**src/rtl/filter_select_sync.sv**
```systemverilog
// Debounced, range-checked selector over NUM_FILTERS parallel pixel channels.
// Define FILTER_SELECT_FRAME_SYNC_EN to hold select changes until the next SOP beat.
module filter_select_sync #(
  parameter int NUM_FILTERS  = 4,
  parameter int PIXEL_W      = 12,
  parameter int SEL_W        = 2,
  parameter int DELAY_COUNTS = 2500,
  parameter int DEFAULT_SEL  = 0
) (
  input  logic                           clk,
  input  logic                           reset,
  input  logic [SEL_W-1:0]               sel_raw,
  input  logic [NUM_FILTERS*PIXEL_W-1:0] pixel_in,
  input  logic                           valid_in,
  input  logic                           sop_in,
  input  logic                           eop_in,
  output logic [PIXEL_W-1:0]             pixel_out,
  output logic                           valid_out,
  output logic                           sop_out,
  output logic                           eop_out,
  output logic [SEL_W-1:0]               active_sel,
  output logic                           pending
);

  localparam int               CNT_W     = $clog2(DELAY_COUNTS + 1);
  localparam logic [SEL_W-1:0] DEF_CODE  = SEL_W'(DEFAULT_SEL);
  localparam logic [CNT_W-1:0] CNT_MAX   = CNT_W'(DELAY_COUNTS - 1);
  localparam logic [SEL_W:0]   NUM_CODES = (SEL_W+1)'(NUM_FILTERS);

  logic [SEL_W-1:0]   sync1_r;
  logic [SEL_W-1:0]   sync2_r;
  logic [SEL_W-1:0]   prev_r;
  logic [CNT_W-1:0]   cnt_r;
  logic [SEL_W-1:0]   deb_r;
  logic [SEL_W-1:0]   active_r;
  logic [SEL_W-1:0]   deb_next_s;
  logic [SEL_W-1:0]   active_next_s;
  logic [PIXEL_W-1:0] sel_pix_s;

  // Accept prev_r once it has been seen DELAY_COUNTS times in a row and names a real channel
  always_comb begin
    deb_next_s = deb_r;
    if ((cnt_r == CNT_MAX) && ({1'b0, prev_r} < NUM_CODES)) begin
      deb_next_s = prev_r;
    end else begin
      deb_next_s = deb_r;
    end
  end

  // Channel that drives this cycle's beat
  always_comb begin
    active_next_s = active_r;
`ifdef FILTER_SELECT_FRAME_SYNC_EN
    if (valid_in && sop_in) begin
      active_next_s = deb_next_s;
    end else begin
      active_next_s = active_r;
    end
`else
    active_next_s = deb_r;
`endif
  end

  // Mux the committed channel out of the packed bus
  always_comb begin
    sel_pix_s = pixel_in[int'(active_next_s)*PIXEL_W +: PIXEL_W];
  end

  // Synchroniser, debounce counter and select registers
  always_ff @(posedge clk) begin
    if (reset) begin
      sync1_r  <= DEF_CODE;
      sync2_r  <= DEF_CODE;
      prev_r   <= DEF_CODE;
      cnt_r    <= {CNT_W{1'b0}};
      deb_r    <= DEF_CODE;
      active_r <= DEF_CODE;
    end else begin
      sync1_r <= sel_raw;
      sync2_r <= sync1_r;
      prev_r  <= sync2_r;
      if (sync2_r != prev_r) begin
        cnt_r <= {CNT_W{1'b0}};
      end else if (cnt_r != CNT_MAX) begin
        cnt_r <= cnt_r + CNT_W'(1);
      end else begin
        cnt_r <= cnt_r;
      end
      deb_r    <= deb_next_s;
      active_r <= active_next_s;
    end
  end

  // Output stage: one beat of latency, pixel held across invalid cycles
  always_ff @(posedge clk) begin
    if (reset) begin
      pixel_out <= {PIXEL_W{1'b0}};
      valid_out <= 1'b0;
      sop_out   <= 1'b0;
      eop_out   <= 1'b0;
    end else begin
      valid_out <= valid_in;
      sop_out   <= sop_in & valid_in;
      eop_out   <= eop_in & valid_in;
      if (valid_in) begin
        pixel_out <= sel_pix_s;
      end else begin
        pixel_out <= pixel_out;
      end
    end
  end

  assign active_sel = active_r;

`ifdef FILTER_SELECT_FRAME_SYNC_EN
  typedef enum logic {STABLE = 1'b0, PENDING = 1'b1} state_t;
  state_t state_r;

  // PENDING whenever the accepted code has not yet been committed
  always_ff @(posedge clk) begin
    if (reset) begin
      state_r <= STABLE;
    end else begin
      case (state_r)
        STABLE:  state_r <= (deb_next_s != active_next_s) ? PENDING : STABLE;
        PENDING: state_r <= (deb_next_s != active_next_s) ? PENDING : STABLE;
        default: state_r <= STABLE;
      endcase
    end
  end

  assign pending = (state_r == PENDING);
`else
  assign pending = 1'b0;
`endif

endmodule
```
**config.mk**
```make
export PLATFORM = sky130hd
export DESIGN_NAME = filter_select_sync
export DESIGN_NICKNAME = d
export VERILOG_FILES = /design/src/rtl/filter_select_sync.sv
export SDC_FILE = /design/constraint.sdc
export NUM_CORES = 1
export LEC_CHECK = 0
export BUFFER_PORTS_ARGS = -buffer_cell sky130_fd_sc_hd__clkbuf_2
export CAP_MARGIN = 20
export CORE_ASPECT_RATIO = 1.1
export CORE_MARGIN = 2
export CORE_UTILIZATION = 42
export DETAILED_ROUTE_END_ITERATION = 10
export PLACE_DENSITY = 0.81
export SLEW_MARGIN = 20
export SYNTH_ARGS = -nofsm -noshare
export SYNTH_HDL_FRONTEND = slang
export SYNTH_SLANG_ARGS = --single-unit
```
**constraint.sdc**
```tcl
create_clock -name clk -period 1.55 [get_ports clk]
set_input_delay 0.155 -clock clk [delete_from_list [all_inputs] [get_ports clk]]
set_output_delay 0.155 -clock clk [all_outputs]
set_load 0.01 [all_outputs]
```
==> results.tsv, run 1 <==
metric	value	unit
crit end category	flip-flop	
nets@finish	298	
clk root buf	clkbuf_8	
clock sinks	37	
WL per Instance	14.08	um
IO Count	73	
PD cells	810.5	nW/um^2
Total Routing Usage GR	0.1844	
routed vias/inst	5.332	
vias post-DR	1573	
CTS tree	yes	
total die area	4593	um^2
number of global-route vias before repair	1488	
Post-route DRC	0	
first-pass GRT wire length	6.527	mm
fin. max-slew vios	0	
remaining global-route overflow	0	
drt total wl	4.154	mm
Synth top area share	0.4337	
CTS Buffer Depth	2	
async set-reset flop share out of synthesis	0	
Num CTS Buffers	5	
DRT Pass-1 Iters	4	
dpl cells	284	
Final Skew	11.54	ps
yosys warns	0	
antenna cells	0	
Clk pin slew, worst setup/hold paths	80	ps
Worst VDD drop	0.3474	mV
Setup CP Type	flip-flop to flip-flop	
row cnt	24	
largest net degree at the start of global routing	24	
Die Y	70.88	um
final setup vio count	0	
initial drt markers	71	
Post-Layout Cell Count	295	
synthesized area	1708	um^2
Required @ worst endpoint	1770	ps
hold_buf cts	0	
Core Region	3934	um^2
Worst-Skew Late Latency	300	ps
top post-synthesis cells by count	37 x dfxtp_1, 13 x nor2_1, 12 x mux2i_1, 12 x mux4_2	
Lkg Pwr	0.0009943	uW
Final Power	1880	uW
unique cell type count in the Yosys netlist	31	
cells after synthesis	160	
f_max	674.4	MHz
minimum clock period	1483	ps
Port Buffers	71	
Final period util	0.9566	
setup ws final	67.24	ps
top post-synthesis cells by area	dfxtp_1 43%, mux4_2 16%, mux2i_1 7.0%	
synthesis-stage register bit count	37	
filler instances	319	
die width	64.80	um
worst-path fanout max	7	
Initial Utilization	0.4342	
Post-DRT Antenna Nets	0	
Final GP Congestion	0.7936	
Mean Syn Cell Area	10.67	um^2
# Max-Cap Violations	0	
type of the worst min-delay path	input port to flip-flop	
CP arrival	1710	ps
dpl hpwl	3.191	mm
Synth area leader	dfxtp_1	
Startpoint Class	flip-flop	
outcome	finished, final reports clean	
number of synthesized flops with an enable pin	0	
area grow syn2layout	35.82	%
Post-synth top flop	dfxtp_1	
syn nets	216	
top-count cell post-synth	dfxtp_1	
post-synthesis sequential area ratio	0.4337	
share of layout cells above drive strength 1	0.4856	
Final Hold Fails	0	
DP Worst Slack	-0.3175	ps
H-tree Lvls	2	
initial antenna violation count	0	
==> timing repair <==
| item | 4_1_cts | 5_1_grt |
|---|---|---|
| setup endpoints to repair | 1 | 6 |
| pin swaps | 0 | 2 |
| gates cloned | 0 | 0 |
| setup buffers | 0 | 3 |
| gates resized for setup | 3 | 7 |
==> stage by stage <==
| step | utilization | instance area, um^2 | hold slack (ps) | TNS, ps |
|---|---|---|---|---|
| final | 0.5897 | 2320 | 61.48 | 0 |
| after global placement | 0.5538 | 2178 | 357.1 | 0 |
| after global routing | 0.5897 | 2320 | 65.03 | -7.172 |
| after CTS | 0.5789 | 2277 | 61.21 | 0 |
| after floorplan | - | 1708 | 226.6 | 0 |
| after detailed placement | 0.5538 | 2178 | 365.0 | -0.3175 |
==> logic make-up (layout without fill, tap and decap cells) <==
kind of cell	Yosys count	after routing	share of synthesized area
XOR/XNOR	4	4	0.02051
adder cells (fa/ha/maj)	1	1	0.007325
AO/OA/AOI/OAI	23	23	0.08644
buffers and inverters	14	97	0.03956
AND/OR/NAND/NOR	56	56	0.1817
other	1	1	0.002196
multiplexers	24	24	0.2286
flip-flops	37	37	0.4337
==> power by group <==
group | switching (uW) | total, uW | internal (uW)
Sequential | 16.9 | 1000 | 986
Clock | 340 | 649 | 310
Combinational | 101 | 228 | 127
Total | 458 | 1880 | 1420
==> area by class of cell <==
cell class	count	area, um^2	area share
Multi-Input combinational cell	109	928.4	0.4002
Sequential cell	37	744.5	0.3209
Timing Repair Buffer	87	488.0	0.2104
Clock buffer	5	68.82	0.02967
Tap cell	52	65.06	0.02805
Clock inverter	3	17.52	0.007551
Inverter	2	7.507	0.003236
==> routing by layer <==
| layer | up-vias | global-route usage | wire length [um] |
|---|---|---|---|
| met1 | 728 | 0.1846 | 1571 |
| li1 | 764 | - | - |
| met5 | - | 0 | 0 |
| met2 | 73 | 0.3448 | 2174 |
| met4 | 0 | 0.08511 | 77 |
| met3 | 8 | 0.05405 | 330 |
==> placed cells by master (no fill, tap or decap), drive strengths merged, types with 2 or more instances in the layout <==
cell type / Yosys / layout
nor3: 4 / 4
nand2: 4 / 4
dfxtp: 37 / 37
mux2i: 12 / 12
or3: 5 / 5
mux4: 12 / 12
buf: 7 / 16
a211oi: 2 / 2
nand3: 5 / 5
a21oi: 9 / 9
nor2b: 9 / 9
and2: 2 / 2
nor2: 13 / 13
o31ai: 7 / 7
clkinv: 0 / 2
clkbuf: 5 / 76
inv: 2 / 2
nand4: 6 / 6
or4: 4 / 4
xor2: 4 / 4
o21ai: 3 / 3
==> worst paths after layout <==
check / from / end / slack, ps / depth (start not counted)
setup / recovery: cnt_r[5] / cnt_r[8] / 70 / 4
hold / removal: sel_raw[1] / sync1_r[1] / 60 / 2
setup reg to reg: cnt_r[5] / cnt_r[8] / 70 / 4
hold reg to reg: sync1_r[0] / sync2_r[0] / 440 / 1
==> state kept, by name (all words and copies together), names as in the netlist <==
name and count:
sync1_r 2, active_sel 2, sync2_r 2, sop_out 1, prev_r 2, eop_out 1, pixel_out 12, active_next_s 2
cnt_r 12, valid_out 1
==> worst max-delay path, stage by stage (launching register included) <==
cell	delay [ps]
dfxtp_2	370
nand4_1	240
buf_4	240
or4_1	420
a21oi_2	140
(Power assumes the default switching activity.)
==> run 2, diff against run 1 <==
--- a/config.mk
+++ b/config.mk
@@ -12,6 +12,7 @@
 export CORE_UTILIZATION = 42
 export DETAILED_ROUTE_END_ITERATION = 10
 export PLACE_DENSITY = 0.81
+export REMOVE_ABC_BUFFERS = 1
 export SLEW_MARGIN = 20
 export SYNTH_ARGS = -nofsm -noshare
 export SYNTH_HDL_FRONTEND = slang
==> results.tsv, run 2 (same netlist as run 1, synthesis figures left out) <==
metric	value	unit	change
Core Region	3934	um^2	unchanged
initial antenna violation count	0		unchanged
crit end category	flip-flop		
PD cells	816.0	nW/um^2	+0.68%
routed vias/inst	5.241		-1.7%
type of the worst min-delay path	input port to flip-flop		
initial drt markers	59		-17%
nets@finish	299		+0.34%
H-tree Lvls	2		unchanged
WL per Instance	13.60	um	-3.4%
Initial Utilization	0.4342		unchanged
Clk pin slew, worst setup/hold paths	70	ps	about the same
Port Buffers	71		unchanged
max layer used	met4		
f_max	687.5	MHz	+1.9%
Post-Place Cell Area	2201	um^2	+1.0%
Setup CP Type	flip-flop to flip-flop		
commonest non-fill, non-tap cells in the layout	71 x clkbuf_2, 33 x dfxtp_1, 16 x buf_4, 13 x nor2_1		
FF-to-FF Start	cnt_r[9]		
most common cell after layout, fill and taps aside	clkbuf_2		
largest registers	cnt_r: 12 flops, pixel_out: 12 flops		
CTS Buffer Depth	2		unchanged
number of global-route vias before repair	1454		-2.3%
setup ws final	95.36	ps	+28.12 ps
fin. max-slew vios	0		unchanged
Final Skew	1.918	ps	-9.620 ps
DRT Pass-1 Iters	4		unchanged
Final period util	0.9385		-0.01814
Worst-Skew Late Latency	280	ps	-20 ps
met1 wire length	1.595	mm	+1.5%
Total Routing Usage GR	0.1742		-0.01022
area grow syn2layout	35.90	%	about the same
reg2reg end	cnt_r[0]		
# Max-Cap Violations	0		unchanged
Lkg Pwr	0.0009994	uW	+0.51%
unrepaired setup endpoints after global routing	no		
setup TNS	0	ps	unchanged
Worst VDD drop	0.6922	mV	+99%
filler instances	343		+7.5%
antenna cells	0		unchanged
drt total wl	4.012	mm	-3.4%
worst-path fanout max	6		-1
largest net degree at the start of global routing	24		unchanged
Final GP Congestion	0.8498		+7.1%
Die Y	70.88	um	unchanged
clock sinks	37		unchanged
dpl hpwl	3.104	mm	-2.7%
Final Power	1894	uW	+0.73%
minimum clock period	1455	ps	-28.12 ps
share of layout cells above drive strength 1	0.4691		-0.01646
Post-DRT Antenna Nets	0		unchanged
outcome	finished, final reports clean		
worst setup path end	cnt_r[0]		
row cnt	24		unchanged
Post-route DRC	0		unchanged
vias post-DR	1546		-1.7%
routed wl met2	2.078	mm	-4.4%
Final Hold Fails	0		unchanged
DP Worst Slack	-31.77	ps	-31.46 ps
fin area	2321	um^2	about the same
die width	64.80	um	unchanged
CP arrival	1660	ps	-50 ps
Finished Core Util	0.5900		about the same
Startpoint Class	flip-flop		
Num CTS Buffers	5		unchanged
Reg2Reg Setup Slack	100	ps	+30 ps
CTS tree	yes		
IO Count	73		unchanged
CP startpoint	cnt_r[9]		
Register-to-Register Path Depth	3		-1
first-pass GRT wire length	6.189	mm	-5.2%
total die area	4593	um^2	unchanged
final setup vio count	0		unchanged
remaining global-route overflow	0		unchanged
clk root buf	clkbuf_8		
Routed met3 length	295	um	-11%
Required @ worst endpoint	1750	ps	-20 ps
[run 2: area by class of cell]
cell class,instances,area (um^2),share of cell area
multi-input cells,109,920.9,0.3968
inverters,2,7.507,0.003234
well taps,52,65.06,0.02803
flip-flops and latches,37,745.7,0.3213
clock buffers,7,86.33,0.03720
repair buffers,88,495.5,0.2135
[run 2: critical path, cell delays in order, from the launching register on]
cell	delay, ps
dfxtp_1	360
or4b_4	580
o31a_1	300
nor3_1	130
[run 2: worst min path at each step]
stage           start          endpoint  depth (start not counted)  slack [ps]
2_1_floorplan   reset  active_next_s[0]                          1         220
3_3_place_gp   sop_in           sop_out                          2         360
3_5_place_dp   sop_in           sop_out                          2         360
4_1_cts        sop_in           sop_out                          2          60
5_1_grt        sop_in           sop_out                          2          60
6_report       eop_in           eop_out                          2          70
[run 2: metrics by stage]
stage               std cells  hold WS, ps
detailed placement        287        362.8
global route              295        60.05
floorplan                 148        224.1
global placement          287        356.9
CTS                       294        56.73
finish                    295        66.49
[run 2: power by group]
part           internal [uW]  leakage (uW)  switching [uW]
Combinational            127      0.000651            95.4
Clock                    352     0.0000443             313
Sequential               987      0.000304            18.8
[run 2: what timing repair did]
action                                  CTS  global route
setup buffers                             0             1
resized for setup                         1             7
cloned                                    0             0
endpoints found under the setup margin    3             8
hold buffers                              0             0
pin swaps                                 0             2
[run 2: per-layer routing]
layer | vias to the layer above | GRT usage
met5 | - | 0
met4 | 0 | 0.04965
met3 | 6 | 0.06041
met2 | 57 | 0.3219
met1 | 721 | 0.1850
li1 | 762 | -
==> run 3, diff against run 2 <==
--- a/config.mk
+++ b/config.mk
@@ -9,9 +9,9 @@
 export CAP_MARGIN = 20
 export CORE_ASPECT_RATIO = 1.1
 export CORE_MARGIN = 2
-export CORE_UTILIZATION = 42
+export CORE_UTILIZATION = 50
 export DETAILED_ROUTE_END_ITERATION = 10
-export PLACE_DENSITY = 0.81
+export PLACE_DENSITY = 0.89
 export REMOVE_ABC_BUFFERS = 1
 export SLEW_MARGIN = 20
 export SYNTH_ARGS = -nofsm -noshare
==> constraint.sdc (replaced) <==
create_clock -name clk -period 1.8 [get_ports clk]
set_input_delay 0.18 -clock clk [delete_from_list [all_inputs] [get_ports clk]]
set_output_delay 0.18 -clock clk [all_outputs]
set_load 0.01 [all_outputs]
==> results.tsv, run 3 (same netlist as run 1, synthesis figures left out) <==
metric	value	unit	change
outcome	finished, final reports clean		
area grow syn2layout	26.23	%	
clk root buf	clkbuf_4		
dpl cells	260		-9.4%
fin. max-slew vios	0		unchanged
Clk pin slew, worst setup/hold paths	100	ps	+30 ps
setup bufs post-CTS	0		unchanged
Final GP Congestion	0.8733		+2.8%
FF-to-FF Start	cnt_r[0]		
Initial Utilization	0.5170		+0.08289
initial antenna violation count	0		unchanged
Worst VDD drop	0.4373	mV	-37%
PD cells	660.7	nW/um^2	-19%
Startpoint Class	flip-flop		
hold-critical path depth	2		unchanged
routed vias/inst	5.731		+9.4%
DRT Pass-1 Iters	4		unchanged
row cnt	22		-8.3%
CP arrival	1880	ps	+220 ps
WL per Instance	14.48	um	+6.5%
Post-route DRC	0		unchanged
type of the worst min-delay path	input port to flip-flop		
remaining global-route overflow	0		unchanged
nets@finish	289		-3.3%
drt total wl	3.881	mm	-3.3%
number of global-route vias before repair	1377		-5.3%
antenna cells	0		unchanged
largest registers	cnt_r: 12 flops, pixel_out: 12 flops		
CTS Buffer Depth	2		unchanged
WHS	45.64	ps	-20.84 ps
Post-Layout Cell Count	268		-9.2%
IO Count	73		unchanged
Total Routing Usage GR	0.2055		+0.03134
CTS tree	yes		
share of layout cells above drive strength 1	0.4181		-0.05103
unrepaired setup endpoints after global routing	no		
most common cell after layout, fill and taps aside	clkbuf_2		
commonest non-fill, non-tap cells in the layout	71 x clkbuf_2, 37 x dfxtp_1, 13 x nor2_1, 12 x mux4_2, 12 x mux2i_1		
Post-DRT Antenna Nets	0		unchanged
worst setup path end	cnt_r[10]		
Finished Core Util	0.6527		+0.06264
Register-to-Register Path Depth	4		+1
worst-path fanout max	6		unchanged
clock sinks	37		unchanged
Required @ worst endpoint	2060	ps	+310 ps
minimum clock period	1620	ps	+165.8 ps
fin area	2156	um^2	-7.1%
crit end category	flip-flop		
dpl hpwl	3.053	mm	-1.6%
reg2reg end	cnt_r[10]		
vias post-DR	1536		-0.65%
Reg2Reg Setup Slack	180	ps	+80 ps
Lkg Pwr	0.0009262	uW	-7.3%
Port Buffers	71		unchanged
initial drt markers	38		-36%
Post-Place Cell Area	2098	um^2	-4.7%
first-pass GRT wire length	5.920	mm	-4.3%
# Max-Cap Violations	0		unchanged
CP startpoint	cnt_r[0]		
f_max	617.1	MHz	-10%
setup TNS	0	ps	unchanged
hold_buf cts	0		unchanged
Core Region	3303	um^2	-16%
Final period util	0.9003		-0.03822
H-tree Lvls	2		unchanged
total die area	3900	um^2	-15%
Worst-Skew Late Latency	340	ps	+60 ps
die width	59.73	um	-7.8%
Final Hold Fails	0		unchanged
final setup vio count	0		unchanged
Setup CP Type	flip-flop to flip-flop		
Num CTS Buffers	5		unchanged
CTS resizes	0		-1
largest net degree at the start of global routing	24		unchanged
Final Skew	7.426	ps	+5.508 ps
Die Y	65.30	um	-7.9%
filler instances	242		-29%
==> run 3: changes by cell type in the layout (fill, tap and decap cells not counted) <==
cell / delta
buf_4: -10
clkbuf_1: -1
clkbuf_4: +5
clkbuf_8: -6
clkinv_2: +1
dfxtp_1: +4
dfxtp_2: -4
ha_1: +1
ha_4: -1
nor3_1: +1
nor3_2: -1
or4b_1: +1
or4b_4: -1
==> run 3: layer usage <==
metal  up-vias  track usage  share of wire
met2        58       0.3940           0.52
li1        742            -              -
met5         -            0              0
met4         0      0.07778          0.014
met3         7      0.06890          0.087
met1       729       0.1925           0.38
==> run 3: power breakdown <==
group          total, uW  internal (uW)  switching, uW
clock network        378            135            243
registers            866            848           18.2
logic                180            101           78.5
==> run 3: worst min path at each step <==
stage	start	slack, ps	to
CTS	sop_in	20	sop_out
global route	sop_in	30	sop_out
finish	sop_in	50	sop_out
floorplan	reset	250	active_next_s[0]
global placement	sop_in	380	sop_out
detailed placement	sop_in	380	sop_out
==> run 3: through the flow <==
step	total power, uW	worst slack [ps]
after floorplan	959.9	199.9
after global placement	1058	237.7
after detailed placement	1065	163.4
after CTS	1440	158.3
after global routing	1515	31.67
final	1424	179.5
==> run 3: cell type report <==
cell class / instances / area, um^2 / area share
repair buffers: 78 / 420.4 / 0.1950
multi-input cells: 109 / 899.6 / 0.4173
clock inverters: 1 / 5.005 / 0.002322
flip-flops and latches: 37 / 740.7 / 0.3436
clock buffers: 5 / 37.54 / 0.01741
inverters: 2 / 7.507 / 0.003482
well taps: 36 / 45.04 / 0.02089
==> run 3: worst max-delay path: stages, from the launching register on <==
cell,delay [ps]
dfxtp_1,420
ha_1,260
nand2_1,120
or4_1,520
a211oi_1,220
